**src/rtl/status_panel_renderer.sv**
```systemverilog
// status_panel_renderer
//   Draws a status panel on top of a VGA raster. The panel has a border, a
//   temperature bar, one lamp per indicator channel and an intrusion box.
//   It also runs a three-state alarm machine (NORMAL / ALARM / ACKED).
//   Sensor inputs are snapshotted at frame start so that a frame never shows
//   a mix of old and new values.
// Ports:
//   clk_100MHz  system clock; all state changes on the rising edge
//   reset       asynchronous, active-high reset
//   p_tick      pixel enable, one clock wide
//   video_on    active-video flag, qualified by p_tick
//   x, y        current pixel coordinates
//   ind_status  2 bits per channel: 00 off, 01 ok, 10 warn, 11 fault
//   temp        temperature reading
//   temp_limit  temperature threshold
//   intrusion   intrusion sensor (level)
//   ack         operator acknowledge pulse
//   rgb         RRRRGGGGBBBB pixel colour, one pixel of latency
//   alarm       high while the alarm machine is in ALARM
module status_panel_renderer #(
    parameter int N_IND        = 8,
    parameter int X0           = 120,
    parameter int Y0           = 110,
    parameter int W            = 400,
    parameter int H            = 260,
    parameter int BORDER       = 3,
    parameter int BLINK_FRAMES = 30
) (
    input  logic               clk_100MHz,
    input  logic               reset,
    input  logic               p_tick,
    input  logic               video_on,
    input  logic [9:0]         x,
    input  logic [9:0]         y,
    input  logic [2*N_IND-1:0] ind_status,
    input  logic [7:0]         temp,
    input  logic [7:0]         temp_limit,
    input  logic               intrusion,
    input  logic               ack,
    output logic [11:0]        rgb,
    output logic               alarm
);
    typedef enum logic [1:0] {NORMAL, ALARM, ACKED} state_t;

    localparam int CNT_W = (BLINK_FRAMES > 2) ? $clog2(BLINK_FRAMES) : 1;
    localparam logic [CNT_W-1:0] CNT_MAX = CNT_W'(BLINK_FRAMES - 1);

    // Panel geometry, 11 bits wide so the sums cannot wrap
    localparam logic [10:0] PX_L   = 11'(X0);
    localparam logic [10:0] PX_R   = 11'(X0 + W - 1);
    localparam logic [10:0] PY_T   = 11'(Y0);
    localparam logic [10:0] PY_B   = 11'(Y0 + H - 1);
    localparam logic [10:0] BX_L   = 11'(X0 + BORDER);
    localparam logic [10:0] BX_R   = 11'(X0 + W - 1 - BORDER);
    localparam logic [10:0] BY_T   = 11'(Y0 + BORDER);
    localparam logic [10:0] BY_B   = 11'(Y0 + H - 1 - BORDER);
    localparam logic [10:0] XB     = 11'(X0 + (W - 256) / 2);
    localparam logic [10:0] XB_R   = 11'(X0 + (W - 256) / 2 + 255);
    localparam logic [10:0] BAR_T  = 11'(Y0 + 100);
    localparam logic [10:0] BAR_B  = 11'(Y0 + 115);
    localparam logic [10:0] IND_T  = 11'(Y0 + H - 35);
    localparam logic [10:0] IND_B  = 11'(Y0 + H - 21);
    localparam logic [10:0] BOX_L  = 11'(X0 + W - 80);
    localparam logic [10:0] BOX_R  = 11'(X0 + W - 31);
    localparam logic [10:0] BOX_T  = 11'(Y0 + 40);
    localparam logic [10:0] BOX_B  = 11'(Y0 + 79);

    logic [2*N_IND-1:0] ind_q, ind_d;
    logic [7:0]         temp_q, temp_d;
    logic               intr_q, intr_d;
    logic [CNT_W-1:0]   frame_cnt_q, frame_cnt_d;
    logic               blink_q, blink_d;
    logic               eval_q, eval_d;
    logic [11:0]        rgb_reg_q, rgb_reg_d;
    logic               video_on_d_q, video_on_d_d;
    state_t             state_q;
    logic               alarm_q;

    logic        fs;
    logic        cond;
    logic        any_fault;
    logic [10:0] xe, ye, off;
    logic        ind_hit;
    logic [1:0]  ind_code;
    logic [11:0] border_col;
    logic [11:0] pix;

    assign fs = p_tick && (x == 10'd0) && (y == 10'd0);

    // Frame-start snapshot and blink timing
    always_comb begin
        ind_d       = ind_q;
        temp_d      = temp_q;
        intr_d      = intr_q;
        frame_cnt_d = frame_cnt_q;
        blink_d     = blink_q;
        eval_d      = fs;
        if (fs) begin
            ind_d  = ind_status;
            temp_d = temp;
            intr_d = intrusion;
            if (frame_cnt_q == CNT_MAX) begin
                frame_cnt_d = '0;
                blink_d     = ~blink_q;
            end else begin
                frame_cnt_d = frame_cnt_q + 1'b1;
            end
        end
    end

    always_comb begin
        any_fault = 1'b0;
        for (int unsigned i = 0; i < N_IND; i++) begin
            if (ind_q[2*i +: 2] == 2'b11) any_fault = 1'b1;
        end
        cond = (temp_q > temp_limit) || intr_q || any_fault;
    end

    // Pixel colour, first matching region wins
    always_comb begin
        xe       = {1'b0, x};
        ye       = {1'b0, y};
        off      = xe - XB;
        ind_hit  = 1'b0;
        ind_code = 2'b00;
        for (int unsigned i = 0; i < N_IND; i++) begin
            if (xe >= 11'(X0 + 20 + 40 * i) && xe <= 11'(X0 + 49 + 40 * i)) begin
                ind_hit  = 1'b1;
                ind_code = ind_q[2*i +: 2];
            end
        end

        case (state_q)
            ALARM:   border_col = blink_q ? 12'hF00 : 12'h0F0;
            ACKED:   border_col = 12'hF00;
            default: border_col = 12'h0F0;
        endcase

        if (xe < PX_L || xe > PX_R || ye < PY_T || ye > PY_B) begin
            pix = 12'h000;
        end else if (xe < BX_L || xe > BX_R || ye < BY_T || ye > BY_B) begin
            pix = border_col;
        end else if (ye >= BAR_T && ye <= BAR_B && xe >= XB && xe <= XB_R) begin
            if (off == {3'b000, temp_limit})
                pix = 12'hFFF;
            else if (off < {3'b000, temp_q})
                pix = (temp_q > temp_limit) ? 12'hF00 : 12'h0F0;
            else
                pix = 12'h000;
        end else if (ye >= IND_T && ye <= IND_B && ind_hit) begin
            case (ind_code)
                2'b00:   pix = 12'h444;
                2'b01:   pix = 12'h0F0;
                2'b10:   pix = 12'hF80;
                default: pix = blink_q ? 12'hF00 : 12'h000;
            endcase
        end else if (ye >= BOX_T && ye <= BOX_B && xe >= BOX_L && xe <= BOX_R) begin
            pix = intr_q ? 12'hF00 : 12'h000;
        end else begin
            pix = 12'hFF0;
        end

        rgb_reg_d    = p_tick ? pix : rgb_reg_q;
        video_on_d_d = p_tick ? video_on : video_on_d_q;
    end

    always_ff @(posedge clk_100MHz or posedge reset) begin
        if (reset) begin
            ind_q        <= '0;
            temp_q       <= '0;
            intr_q       <= 1'b0;
            frame_cnt_q  <= '0;
            blink_q      <= 1'b0;
            eval_q       <= 1'b0;
            rgb_reg_q    <= '0;
            video_on_d_q <= 1'b0;
        end else begin
            ind_q        <= ind_d;
            temp_q       <= temp_d;
            intr_q       <= intr_d;
            frame_cnt_q  <= frame_cnt_d;
            blink_q      <= blink_d;
            eval_q       <= eval_d;
            rgb_reg_q    <= rgb_reg_d;
            video_on_d_q <= video_on_d_d;
        end
    end

    // Alarm machine; evaluation happens the cycle after frame start so the
    // snapshot is already in place. ack in ALARM wins over evaluation.
    always_ff @(posedge clk_100MHz or posedge reset) begin
        if (reset) begin
            state_q <= NORMAL;
            alarm_q <= 1'b0;
        end else begin
            case (state_q)
                NORMAL: if (eval_q && cond) begin
                    state_q <= ALARM;
                    alarm_q <= 1'b1;
                end
                ALARM: if (ack) begin
                    state_q <= ACKED;
                    alarm_q <= 1'b0;
                end
                ACKED: if (eval_q && !cond) begin
                    state_q <= NORMAL;
                    alarm_q <= 1'b0;
                end
                default: begin
                    state_q <= NORMAL;
                    alarm_q <= 1'b0;
                end
            endcase
        end
    end

    assign rgb   = video_on_d_q ? rgb_reg_q : 12'h000;
    assign alarm = alarm_q;

endmodule

```
**config.mk**
```make
export PLATFORM = sky130hd
export DESIGN_NAME = status_panel_renderer
export DESIGN_NICKNAME = d
export VERILOG_FILES = /design/src/rtl/status_panel_renderer.sv
export SDC_FILE = /design/constraint.sdc
export NUM_CORES = 1
export LEC_CHECK = 0
export CORE_AREA = 10 10 113 115
export CTS_CLUSTER_SIZE = 25
export DETAILED_ROUTE_END_ITERATION = 8
export DIE_AREA = 0 0 123 125
export SLEW_MARGIN = 20
export SYNTH_ARGS = -nofsm -noshare
export SYNTH_HDL_FRONTEND = slang
export SYNTH_SLANG_ARGS = --single-unit
```
**constraint.sdc**
```tcl
create_clock -name clk_100MHz -period 2.9 [get_ports clk_100MHz]
set_clock_uncertainty 0.15 [all_clocks]
set_input_delay 0.58 -clock clk_100MHz [delete_from_list [all_inputs] [get_ports clk_100MHz]]
set_output_delay 0.58 -clock clk_100MHz [all_outputs]
set_load 0.01 [all_outputs]
```
After elaboration in Yosys (flattened, before gate mapping):

Index checks and enable logic that the tools add are counted.
Widths: inputs -> output; s select.

* reduce and logical (&&, ||, !) cells: 35
* add/sub/neg operators: 2
* magnitude comparators: 36
* eq/ne operators: 17
* mux-type cells: 47
* bitwise gates (word level): 1

Operator list (number)
* $mux 12: 12
* $le 10x9->1 const B: 8
* $ge 10x9->1 const B: 7
* $ge 10x8->1 const B: 6
* $le 10x8->1 const B: 5
* $lt 10x7->1 const B: 4
* $pmux 12 s3: 1
* $pmux 12 s2: 1
* $mux 2: 11
* $eq 2x2->1 const B: 10
* $gt 10x10->1 const B: 2
* $gt 10x9->1 const B: 2
* $logic_and 1x1->1: 20
* $logic_not 10->1: 2
* $mux 1: 19
* $eq 11x8->1: 1
* $lt 11x8->1: 1
* $sub 10x8->11 const B: 1
* $gt 8x8->1: 1
* $logic_or 1x1->1: 8
* $ne 2x2->1 const B: 3
* $pmux 2 s3: 1
* $add 5x1->5 const B: 1
* $eq 5x5->1 const B: 1
* other kinds (8): 10

* register bits: 48
* word-level logic and storage cells: 148
* input bits: 58

Logic depth before layout (Yosys ltp):

Gate-level depths: netlist of the first run.

* depth in word-level cells: 16
* mapped depth: 13
* depth with buffers taken out: 13

Least setup slack after synthesis of the first run:

OpenSTA, ideal clock, no wires.

* kind: input -> register
* start point: in x[7]
* end point: reg rgb_reg_q[10]
* required time: 2.664 ns
* arrival: 2.974 ns
* path slack: -0.309 ns
* stages: 11
* library setup time: 0.086 ns
* buffers on the path: 0
* cells stage by stage: inv_1 ha_1 and3_1 o221ai_1 a211oi_1 nor3b_1 a211o_1 o221a_2 ha_1 a2111o_1 a32oi_1

* longest elaborated chain between the ends: 16

RTL lines
* start: declaration: line 33 `input logic [9:0] x,`
* $ge 10x8->1 / $le 10x8->1 (equally long branches): line 127 `if (xe >= 11'(X0 + 20 + 40 * i) && xe <= 11'(X0 + 49 + 40 * i)) begin`
* $logic_and 1x1->1: line 127
* $mux 2 (8 in series): line 127
* $eq 2x2->1 (tied with other cells): line 151 `case (ind_code)`
* $pmux 12 s3: line 151
* $mux 12: line 150 `end else if (ye >= IND_T && ye <= IND_B && ind_hit) begin`
* $mux 12: line 143 `end else if (ye >= BAR_T && ye <= BAR_B && xe >= XB && xe <= XB_R) begin`
* $mux 12: line 141 `end else if (xe < BX_L || xe > BX_R || ye < BY_T || ye > BY_B) begin`
* $mux 12 (*): line 139 `if (xe < PX_L || xe > PX_R || ye < PY_T || ye > PY_B) begin`
* end signal: assignment: line 184 `rgb_reg_q <= rgb_reg_d;`
* end: declaration: line 74 `logic [11:0] rgb_reg_q, rgb_reg_d;`

Mark *: on every way between the ends. The rest lies on a longest branch, timed or not.
A chain may end at the register's enable or synchronous reset.

Worst setup path after layout of the first run:

* start point: in x[7]
* end point: reg rgb_reg_q[9]

Same word-level chain as after synthesis.

==> results.cfg, run 1 <==
[floorplan]
core_area_um2 = 10600
start_util = 0.3394
die_height_um = 125
num_io_pins = 71
die_w_um = 123
rows = 38
dieArea_um2 = 15380

[global_route]
grt_max_degree = 43
grt_pass1_vias = 4170
grt_usage = 0.1678
grt_pass1_wl_mm = 21.33
antenna_found_initial = 0
grt_overflow = 0

[layout]
multi_input_area_um2 = 2805
register_area_um2 = 1051
final_common_cell = buf_4
syn_to_final_growth_pct = 67.80
nNetsFinal = 721
final_cells = 773
final_util = 0.5695
drive_gt1_frac = 0.3555
nFillCells = 951
final_cell_mix = buf_4, nand2_1, clkdlybuf4s50_1, dfrtp_1, inv_1
final_cell_area_um2 = 6038
n_antenna_cell = 0

[routing]
initialDrtViolationCount = 237
drt-pass1-iter-count = 5
wire_per_inst_um = 16.93
drc_errors = 0
final_antenna_net_count = 0
wl_mm = 13.09
via_per_inst = 5.277
vias = 4079

[sta]
setup_ws_ns = -0.09900
hold_viol = 0
setup_violations = 4
drv_slew = 0
whs_ns = 0.3408
rsz0062_at_grt = yes
worst_slew_pin_slew_ns = 0.5229
relSlewSlack = 0.6514
min_period_over_period = 1.034
finalCriticalPeriod_ns = 2.999
fmax_mhz = 333.4

[hold_path]
worstHoldStart = frame_cnt_q[4]$_DFFE_PP0P_
hold-path-endpoint = frame_cnt_q[4]$_DFFE_PP0P_
holdCritPathClass = flop to flop
whs_path_depth = 1

[critical_path]
path_delay_family = compound AO/OA/AOI/OAI gates
r2r-end = state_q[0]$_DFFE_PP0P_
crit_chain = buf_8 > clkinvlp_4 > ha_4 > and3_1 > o221ai_2 > a211oi_4 > buf_4 > a211o_1 > o221a_4 > buf_6 > ha_4 > nand2b_4 > nand3_2 > a221o_1
end_kind = flop
required_ns = 2.93
reg2reg_depth = 8
cp_slowest_stage_delay_ns = 0.33
reg2reg_from = temp_q[6]$_DFFE_PP0P_
worstSetupPathType = primary input to flop
cp_max_fo = 5
critPathBufInv = 4
crit_top_cell = ha_4
cp-start-kind = primary input
r2r_slack_ns = 0.24
cpMaxStageDelayCell = a221o_1
arrival_ns = 3.03

[pwr]
cellPowerDensity_nw_per_um2 = 298.5
peakVddDrop_uv = 217.0
p_leak_uw = 0.002730

[flow_run]
drv_cap = 0

[yosys]
syn_area_um2 = 3598
ys_warn_count = 0
synthFlopType = dfrtp_1
avgSynthCellArea_um2 = 7.961
synth_cell_types = 65
synth-edff-count = 0
syn_inst = 452
syn_nets = 540
async_reset_ff_frac = 1.000
synth-seq-cells = 42
synth-seq-area-share = 0.2921

[placement]
io_buffers = 70
place_inst = 734
dpl_cell_area_um2 = 5236
place_hpwl_mm = 10.08
post-place-ws_ns = -0.9307
globalplace.congestion = 0.8787

[clocking]
cts_root_buffer = clkbuf_8
numCtsBuffers = 5
cts_sinks = 42
cts_tree = built
cts_max_level = 2
cts_buffer_depth = 2
clk_pin_slew_ns = 0.08
insertion_delay_ns = 0.30
ctsHoldBuffers = 0

[outcome]
failed_checks = negative setup slack
status = finished, violations left
==> area by class of cell <==
| cell class | count | share of cell area |
|---|---|---|
| clock inverters | 1 | 0.004973 |
| well taps | 140 | 0.02901 |
| repair buffers | 198 | 0.2911 |
| clock buffers | 6 | 0.01368 |
| inverters | 34 | 0.02259 |
| multi-input cells | 352 | 0.4646 |
| flip-flops and latches | 42 | 0.1741 |
==> per-stage QoR <==
stage | TNS, ns | total power, µW
global route | -0.6910 | 1896
global placement | -7.916 | 1183
CTS | -0.2993 | 1778
floorplan | -0.2310 | 922.8
detailed placement | -9.246 | 1200
finish | -0.2404 | 1803
==> kinds of logic after synthesis <==
kind of cell,synth area share
xor gates and xnor gates,0.02191
buffers and inverters,0.06885
muxes,0.02121
DFF,0.2921
adders and majority gates,0.1043
AOI/OAI and AO/OA,0.2201
and+or+nand+nor,0.2716
==> power breakdown <==
group / switching [µW] / leakage (µW) / internal [µW]
clock: 201 / 0.0000573 / 275
combinational: 314 / 0.00217 / 385
sequential: 19.0 / 0.000506 / 608
total: 534 / 0.00273 / 1270
==> worst max path at each step <==
stage / endpoint / slack (ns) / startpoint / cells after the start
finish: rgb_reg_q[9]$_DFFE_PP0P_ / -0.1 / x[7] / 14
global route: rgb_reg_q[9]$_DFFE_PP0P_ / -0.17 / x[7] / 14
CTS: rgb_reg_q[9]$_DFFE_PP0P_ / -0.11 / x[7] / 14
detailed placement: rgb_reg_q[5]$_DFFE_PP0P_ / -0.93 / x[6] / 13
global placement: rgb_reg_q[10]$_DFFE_PP0P_ / -0.84 / x[7] / 13
floorplan: rgb_reg_q[6]$_DFFE_PP0P_ / -0.05 / x[1] / 12
==> timing repair <==
item	CTS	global route
setup buffers	22	13
resized for setup	93	54
pin swaps	36	37
gates cloned	0	0
setup endpoints to repair	9	9
==> per-layer routing <==
metal | up-vias | GRT usage | wire length, µm
li1 | 1992 | - | -
met1 | 1959 | 0.2220 | 5894
met2 | 108 | 0.2726 | 6272
met3 | 20 | 0.02790 | 658
met4 | 0 | 0.05003 | 264
met5 | - | 0 | 0
==> synth_stat cells, drive strengths merged, types with 3 or more instances <==
| master | instances | share of area |
|---|---|---|
| nor2 | 19 | 0.020 |
| nand4 | 11 | 0.019 |
| and3 | 8 | 0.016 |
| nand2 | 73 | 0.076 |
| or3 | 4 | 0.0070 |
| a221o | 4 | 0.011 |
| ha | 30 | 0.10 |
| dfrtp | 42 | 0.29 |
| o221ai | 3 | 0.0073 |
| nand3 | 15 | 0.021 |
| o2111ai | 4 | 0.0097 |
| a2111oi | 3 | 0.0073 |
| a21oi | 17 | 0.024 |
| a21o | 7 | 0.015 |
| buf | 14 | 0.023 |
| nor4 | 3 | 0.0052 |
| nor2b | 7 | 0.012 |
| nand3b | 4 | 0.0083 |
| nor3b | 7 | 0.015 |
| nand2b | 7 | 0.012 |
| clkbuf | 10 | 0.010 |
| a41oi | 3 | 0.0073 |
| a31oi | 4 | 0.0070 |
| o22ai | 3 | 0.0052 |
| or2 | 3 | 0.0052 |
| nor3 | 9 | 0.013 |
| inv | 34 | 0.035 |
| xnor2 | 8 | 0.019 |
| o21ai | 34 | 0.047 |
| mux2 | 5 | 0.016 |
| a32oi | 3 | 0.0073 |
| o211ai | 6 | 0.013 |
| and2 | 12 | 0.021 |
==> sequential cells by signal, indices dropped and copies added (netlist names) <==
name / count
eval_q: 1
rgb_reg_q: 7
ind_q: 16
state_q: 2
intr_q: 1
frame_cnt_q: 5
video_on_d_q: 1
blink_q: 1
temp_q: 8
Note: power is estimated with default switching activity, not from simulation.
==> inputs of run 2 (changes only) <==
CORE_AREA = 10 10 155 85   (was 10 10 113 115)
DIE_AREA = 0 0 165 95   (was 0 0 123 125)
==> run 2 against run 1 <==
  * The run still ends with negative setup slack left
  * Highest routed layer unchanged
  * Cell area up 4.0%
  * Flip-flop and latch count unchanged
  * Worst hold slack worse by 0.00089 ns
==> results.cfg, run 2 (synthesized netlist as in run 1, its figures left out) <==
[outcome]
status = finished, violations left
failed_checks = negative setup slack

[global_route]
grt_pass1_wl_mm = 22.80
grt_overflow = 0
grt_usage = 0.1821
grt_max_degree = 43
grt_pass1_vias = 4225
antenna_found_initial = 0

[clocking]
insertion_delay_ns = 0.29
clk_pin_slew_ns = 0.07
ctsHoldBuffers = 0
cts_buffer_depth = 2
numCtsBuffers = 5
cts_sinks = 42
cts_tree = built
cts_root_buffer = clkbuf_16
cts_max_level = 2

[critical_path]
worstSetupPathType = primary input to flop
end_kind = flop
required_ns = 2.93
cp_slowest_stage_delay_ns = 0.32
crit_top_cell = buf_6
cpMaxStageDelayCell = a221o_1
cp_max_fo = 6
cp-start-kind = primary input
arrival_ns = 3.12
crit_chain = clkdlybuf4s15_1 > buf_6 > buf_6 > o21ai_4 > mux2i_1 > a41oi_2 > nand3_1 > a211o_1 > o221a_4 > buf_6 > ha_4 > nand2_2 > a221o_1

[placement]
io_buffers = 70
place_hpwl_mm = 10.70
globalplace.congestion = 0.9118
dpl_cell_area_um2 = 5318

[layout]
final_cell_area_um2 = 6280
nNetsFinal = 734
final_cell_mix = buf_4, nand2_1, clkdlybuf4s50_1, dfrtp_1, inv_1
final_common_cell = buf_4
nFillCells = 928
syn_to_final_growth_pct = 74.51
largest_reg_flops = 16
n_antenna_cell = 0
drive_gt1_frac = 0.3833
reg_top3 = ind_q (16), temp_q (8), rgb_reg_q (7)
top_register = ind_q

[hold_path]
holdCritPathClass = flop to flop

[pwr]
power_switching_uw = 615.9
total_power_uw = 1951
cellPowerDensity_nw_per_um2 = 310.6
internal-power_uw = 1335
peakVddDrop_uv = 204.2
p_sw_frac = 0.3157
seq_power_share = 0.322
combPwrFrac = 0.384
p_clk_frac = 0.294
p_leak_uw = 0.002809

[floorplan]
start_util = 0.3392
die_w_um = 165
rows = 27
core_area_um2 = 10610
die_height_um = 95
num_io_pins = 71
dieArea_um2 = 15680

[routing]
drt-pass1-iter-count = 8
initialDrtViolationCount = 350
wl_mm = 14.52
via_per_inst = 5.331
drc_errors = 0
wire_per_inst_um = 18.33
final_antenna_net_count = 0
vias = 4222

[sta]
rsz0062_at_grt = yes
finalCriticalPeriod_ns = 3.092
relSlewSlack = 0.6189
hold_viol = 0
min_period_over_period = 1.066
setup_ws_ns = -0.1918
setup_violations = 7
drv_slew = 0
whs_ns = 0.3399
worst_slew_pin_slew_ns = 0.5716
fmax_mhz = 323.4

[flow_run]
drv_cap = 0
-- run 2: final cells by class --
class	instances	area [µm²]	share of cell area
clock buffer	6	128.9	0.02052
clock inverter	2	13.76	0.002192
inverter	34	131.4	0.02092
multi-input combinational	352	2884	0.4593
sequential	42	1051	0.1674
tap	145	181.4	0.02889
timing repair buffer	211	1889	0.3009
-- run 2: routing by layer --
metal | track usage | wire length, µm | vias to the layer above
li1 | - | - | 2023
met1 | 0.2773 | 7493 | 2021
met2 | 0.2550 | 5790 | 167
met3 | 0.03430 | 1105 | 11
met4 | 0.04032 | 125 | 0
met5 | 0 | 0 | -
-- run 2: worst paths after layout --
kind / startpoint / to / slack (ns) / cells after the start
min in group asynchronous: reset / frame_cnt_q[4]$_DFFE_PP0P_ / 0.58 / 3
worst min register to register: frame_cnt_q[4]$_DFFE_PP0P_ / frame_cnt_q[4]$_DFFE_PP0P_ / 0.34 / 1
worst min-delay path: frame_cnt_q[4]$_DFFE_PP0P_ / frame_cnt_q[4]$_DFFE_PP0P_ / 0.34 / 1
worst max register to register: temp_q[6]$_DFFE_PP0P_ / state_q[1]$_DFFE_PP0P_ / 0.28 / 8
max in group asynchronous: reset / temp_q[3]$_DFFE_PP0P_ / 1.63 / 3
worst max-delay path: x[3] / rgb_reg_q[7]$_DFFE_PP0P_ / -0.19 / 13
-- run 2: critical path: cells and delay by family --
kind / cells / cell delay [ns]
multiplexers: 1 / 0.13
buffers and inverters: 4 / 0.60
AO/OA/AOI/OAI: 5 / 1.36
AND/OR/NAND/NOR: 2 / 0.20
adder cells (fa/ha/maj): 1 / 0.25
-- run 2: metrics by stage --
step / instances / setup WS, ns / TNS (ns) / utilization
global placement: 749 / -1.004 / -11.00 / 0.5013
detailed placement: 749 / -1.015 / -10.88 / 0.5013
finish: 792 / -0.1918 / -0.8573 / 0.5920
global route: 792 / -0.2470 / -1.289 / 0.5920
floorplan: 452 / -0.05056 / -0.2310 / -
CTS: 787 / -0.1667 / -0.5675 / 0.5684
-- run 2: power groups by stage --
stage	clock network [µW]	registers [µW]	logic, µW
after CTS	582	628	695
after floorplan	0	636	286
after detailed placement	0	639	571
after global routing	602	631	793
after global placement	0	637	555
final	573	629	748
-- run 2: what timing repair did --
item	CTS	global route
gates cloned	1	0
endpoints found under the setup margin	9	9
gates resized for setup	115	42
buffers inserted	34	5
pin swaps	47	23
==> inputs of run 3 (changes only) <==
CAP_MARGIN = 10   (was not set)
clock period = 4 ns   (was 2.9 ns; I/O delays follow)
==> run 3 against run 2 <==
  * Cell count is 12% lower
  * First-iteration DRC count is 3.1% lower
  * Critical path depth is 1 higher
  * Register-to-register slack better by 0.81 ns
  * Global-route usage is 2.7 points lower
  * Routed wire length is 17% lower
  * Power is 33% lower
  * Highest routed layer unchanged
  * The run now ends clean
  * Sequential share of layout area is 4.6 points higher
  * Worst hold slack worse by 0.016 ns
  * Sequential power is 28% lower
==> results.cfg, run 3 (synthesized netlist as in run 1, its figures left out) <==
[layout]
final_cells = 699
register_area_um2 = 1051
largest_reg_flops = 16
top_register = ind_q
final_cell_mix = nand2_1, clkdlybuf4s50_1, buf_4, dfrtp_1, inv_1
syn_to_final_growth_pct = 37.03
nFillCells = 1070
drive_gt1_frac = 0.1354
n_antenna_cell = 0
nNetsFinal = 641
final_cell_area_um2 = 4931
multi_input_area_um2 = 2328
final_common_cell = nand2_1
reg_top3 = ind_q (16), temp_q (8), rgb_reg_q (7)

[critical_path]
worstSetupPathType = primary input to flop
arrival_ns = 3.88
cp-start-kind = primary input
end_kind = flop
required_ns = 4.05
cp_max_fo = 9

[global_route]
antenna_found_initial = 0
grt_pass1_wl_mm = 19.60
grt_pass1_vias = 3607
grt_overflow = 0
grt_max_degree = 43
grt_usage = 0.1552

[placement]
dpl_cell_area_um2 = 4721
io_buffers = 70
globalplace.congestion = 0.8951
place_hpwl_mm = 9.784
place_inst = 689

[routing]
wl_mm = 12.06
wire_per_inst_um = 17.25
via_per_inst = 5.279
final_antenna_net_count = 0
drc_errors = 0
drt-pass1-iter-count = 5
initialDrtViolationCount = 339
vias = 3690

[clocking]
cts_tree = built
insertion_delay_ns = 0.30
cts_buffer_depth = 2
cts_max_level = 2
numCtsBuffers = 5
cts_sinks = 42
clk_pin_slew_ns = 0.06
cts_root_buffer = clkbuf_16

[sta]
drv_slew = 0
worst_slew_pin_slew_ns = 0.6197
finalCriticalPeriod_ns = 3.829
fmax_mhz = 261.2
setup_violations = 0
whs_ns = 0.3238
hold_viol = 0
relSlewSlack = 0.5869
tns_ns = 0
min_period_over_period = 0.9572

[floorplan]
die_height_um = 95
dieArea_um2 = 15680
die_w_um = 165
core_area_um2 = 10610
start_util = 0.3392
num_io_pins = 71
rows = 27

[pwr]
internal-power_uw = 932.9
combPwrFrac = 0.283
p_clk_frac = 0.370
seq_power_share = 0.347
p_sw_frac = 0.2869
p_leak_uw = 0.002212
cellPowerDensity_nw_per_um2 = 265.3
power_switching_uw = 375.3
peakVddDrop_uv = 223.3

[outcome]
status = completed

[flow_run]
drv_cap = 0

[hold_path]
holdCritPathClass = flop to flop
[run 3: timing repair]
action,CTS,global route
buffers inserted,0,2
hold endpoints to repair,0,0
resized for setup,0,7
endpoints found under the setup margin,0,5
hold buffers,0,0
[run 3: path summary, 6_finish.rpt]
path | to | startpoint | slack (ns) | cells after the start
hold reg to reg | rgb_reg_q[2]$_DFFE_PP0P_ | rgb_reg_q[2]$_DFFE_PP0P_ | 0.32 | 2
max in group asynchronous | ind_q[3]$_DFFE_PP0P_ | reset | 2.49 | 3
setup reg to reg | state_q[0]$_DFFE_PP0P_ | temp_q[6]$_DFFE_PP0P_ | 1.09 | 8
min in group asynchronous | temp_q[6]$_DFFE_PP0P_ | reset | 0.79 | 3
setup / recovery | rgb_reg_q[10]$_DFFE_PP0P_ | x[6] | 0.17 | 14
hold / removal | rgb_reg_q[2]$_DFFE_PP0P_ | rgb_reg_q[2]$_DFFE_PP0P_ | 0.32 | 2
[run 3: through the flow]
step / total power [µW] / setup slack (ns) / utilization
after global routing: 1379 / -0.002177 / 0.4649
after detailed placement: 825.9 / -0.1092 / 0.4450
after CTS: 1316 / 0.1729 / 0.4610
final: 1308 / 0.1714 / 0.4649
after global placement: 821.1 / -0.07307 / 0.4450
after floorplan: 656.6 / 0.5706 / -
[run 3: layer usage]
| metal | track usage | part of all wire | vias to the layer above |
|---|---|---|---|
| li1 | - | - | 1826 |
| met1 | 0.2473 | 0.55 | 1716 |
| met2 | 0.1984 | 0.36 | 142 |
| met3 | 0.04646 | 0.090 | 6 |
| met4 | 0.01540 | 0.0017 | 0 |
| met5 | 0 | 0 | - |
[run 3: worst max-delay path, stage by stage]
cell and delay [ns]:
clkdlybuf4s50_1 0.52, buf_4 0.17, ha_1 0.16, buf_4 0.16, and2_1 0.22, a21oi_2 0.07
nand4_1 0.16, buf_4 0.14, nand3_1 0.15, a211o_1 0.27, o221a_2 0.26, ha_1 0.23
a2111o_1 0.36, a32oi_1 0.20
[run 3: area by class of cell]
| class | instances | share of cell area |
|---|---|---|
| repair buffers | 118 | 0.2177 |
| clock buffers | 5 | 0.02537 |
| inverters | 34 | 0.02588 |
| well taps | 145 | 0.03679 |
| clock inverters | 3 | 0.008881 |
| multi-input cells | 352 | 0.4722 |
| flip-flops and latches | 42 | 0.2131 |
[run 3: power groups by stage]
| stage | Combinational [µW] | Sequential (µW) | Clock (µW) |
|---|---|---|---|
| global route | 411 | 457 | 512 |
| finish | 370 | 454 | 484 |
| CTS | 367 | 454 | 495 |
| floorplan | 195 | 461 | 0 |
| global placement | 360 | 461 | 0 |
| detailed placement | 364 | 462 | 0 |
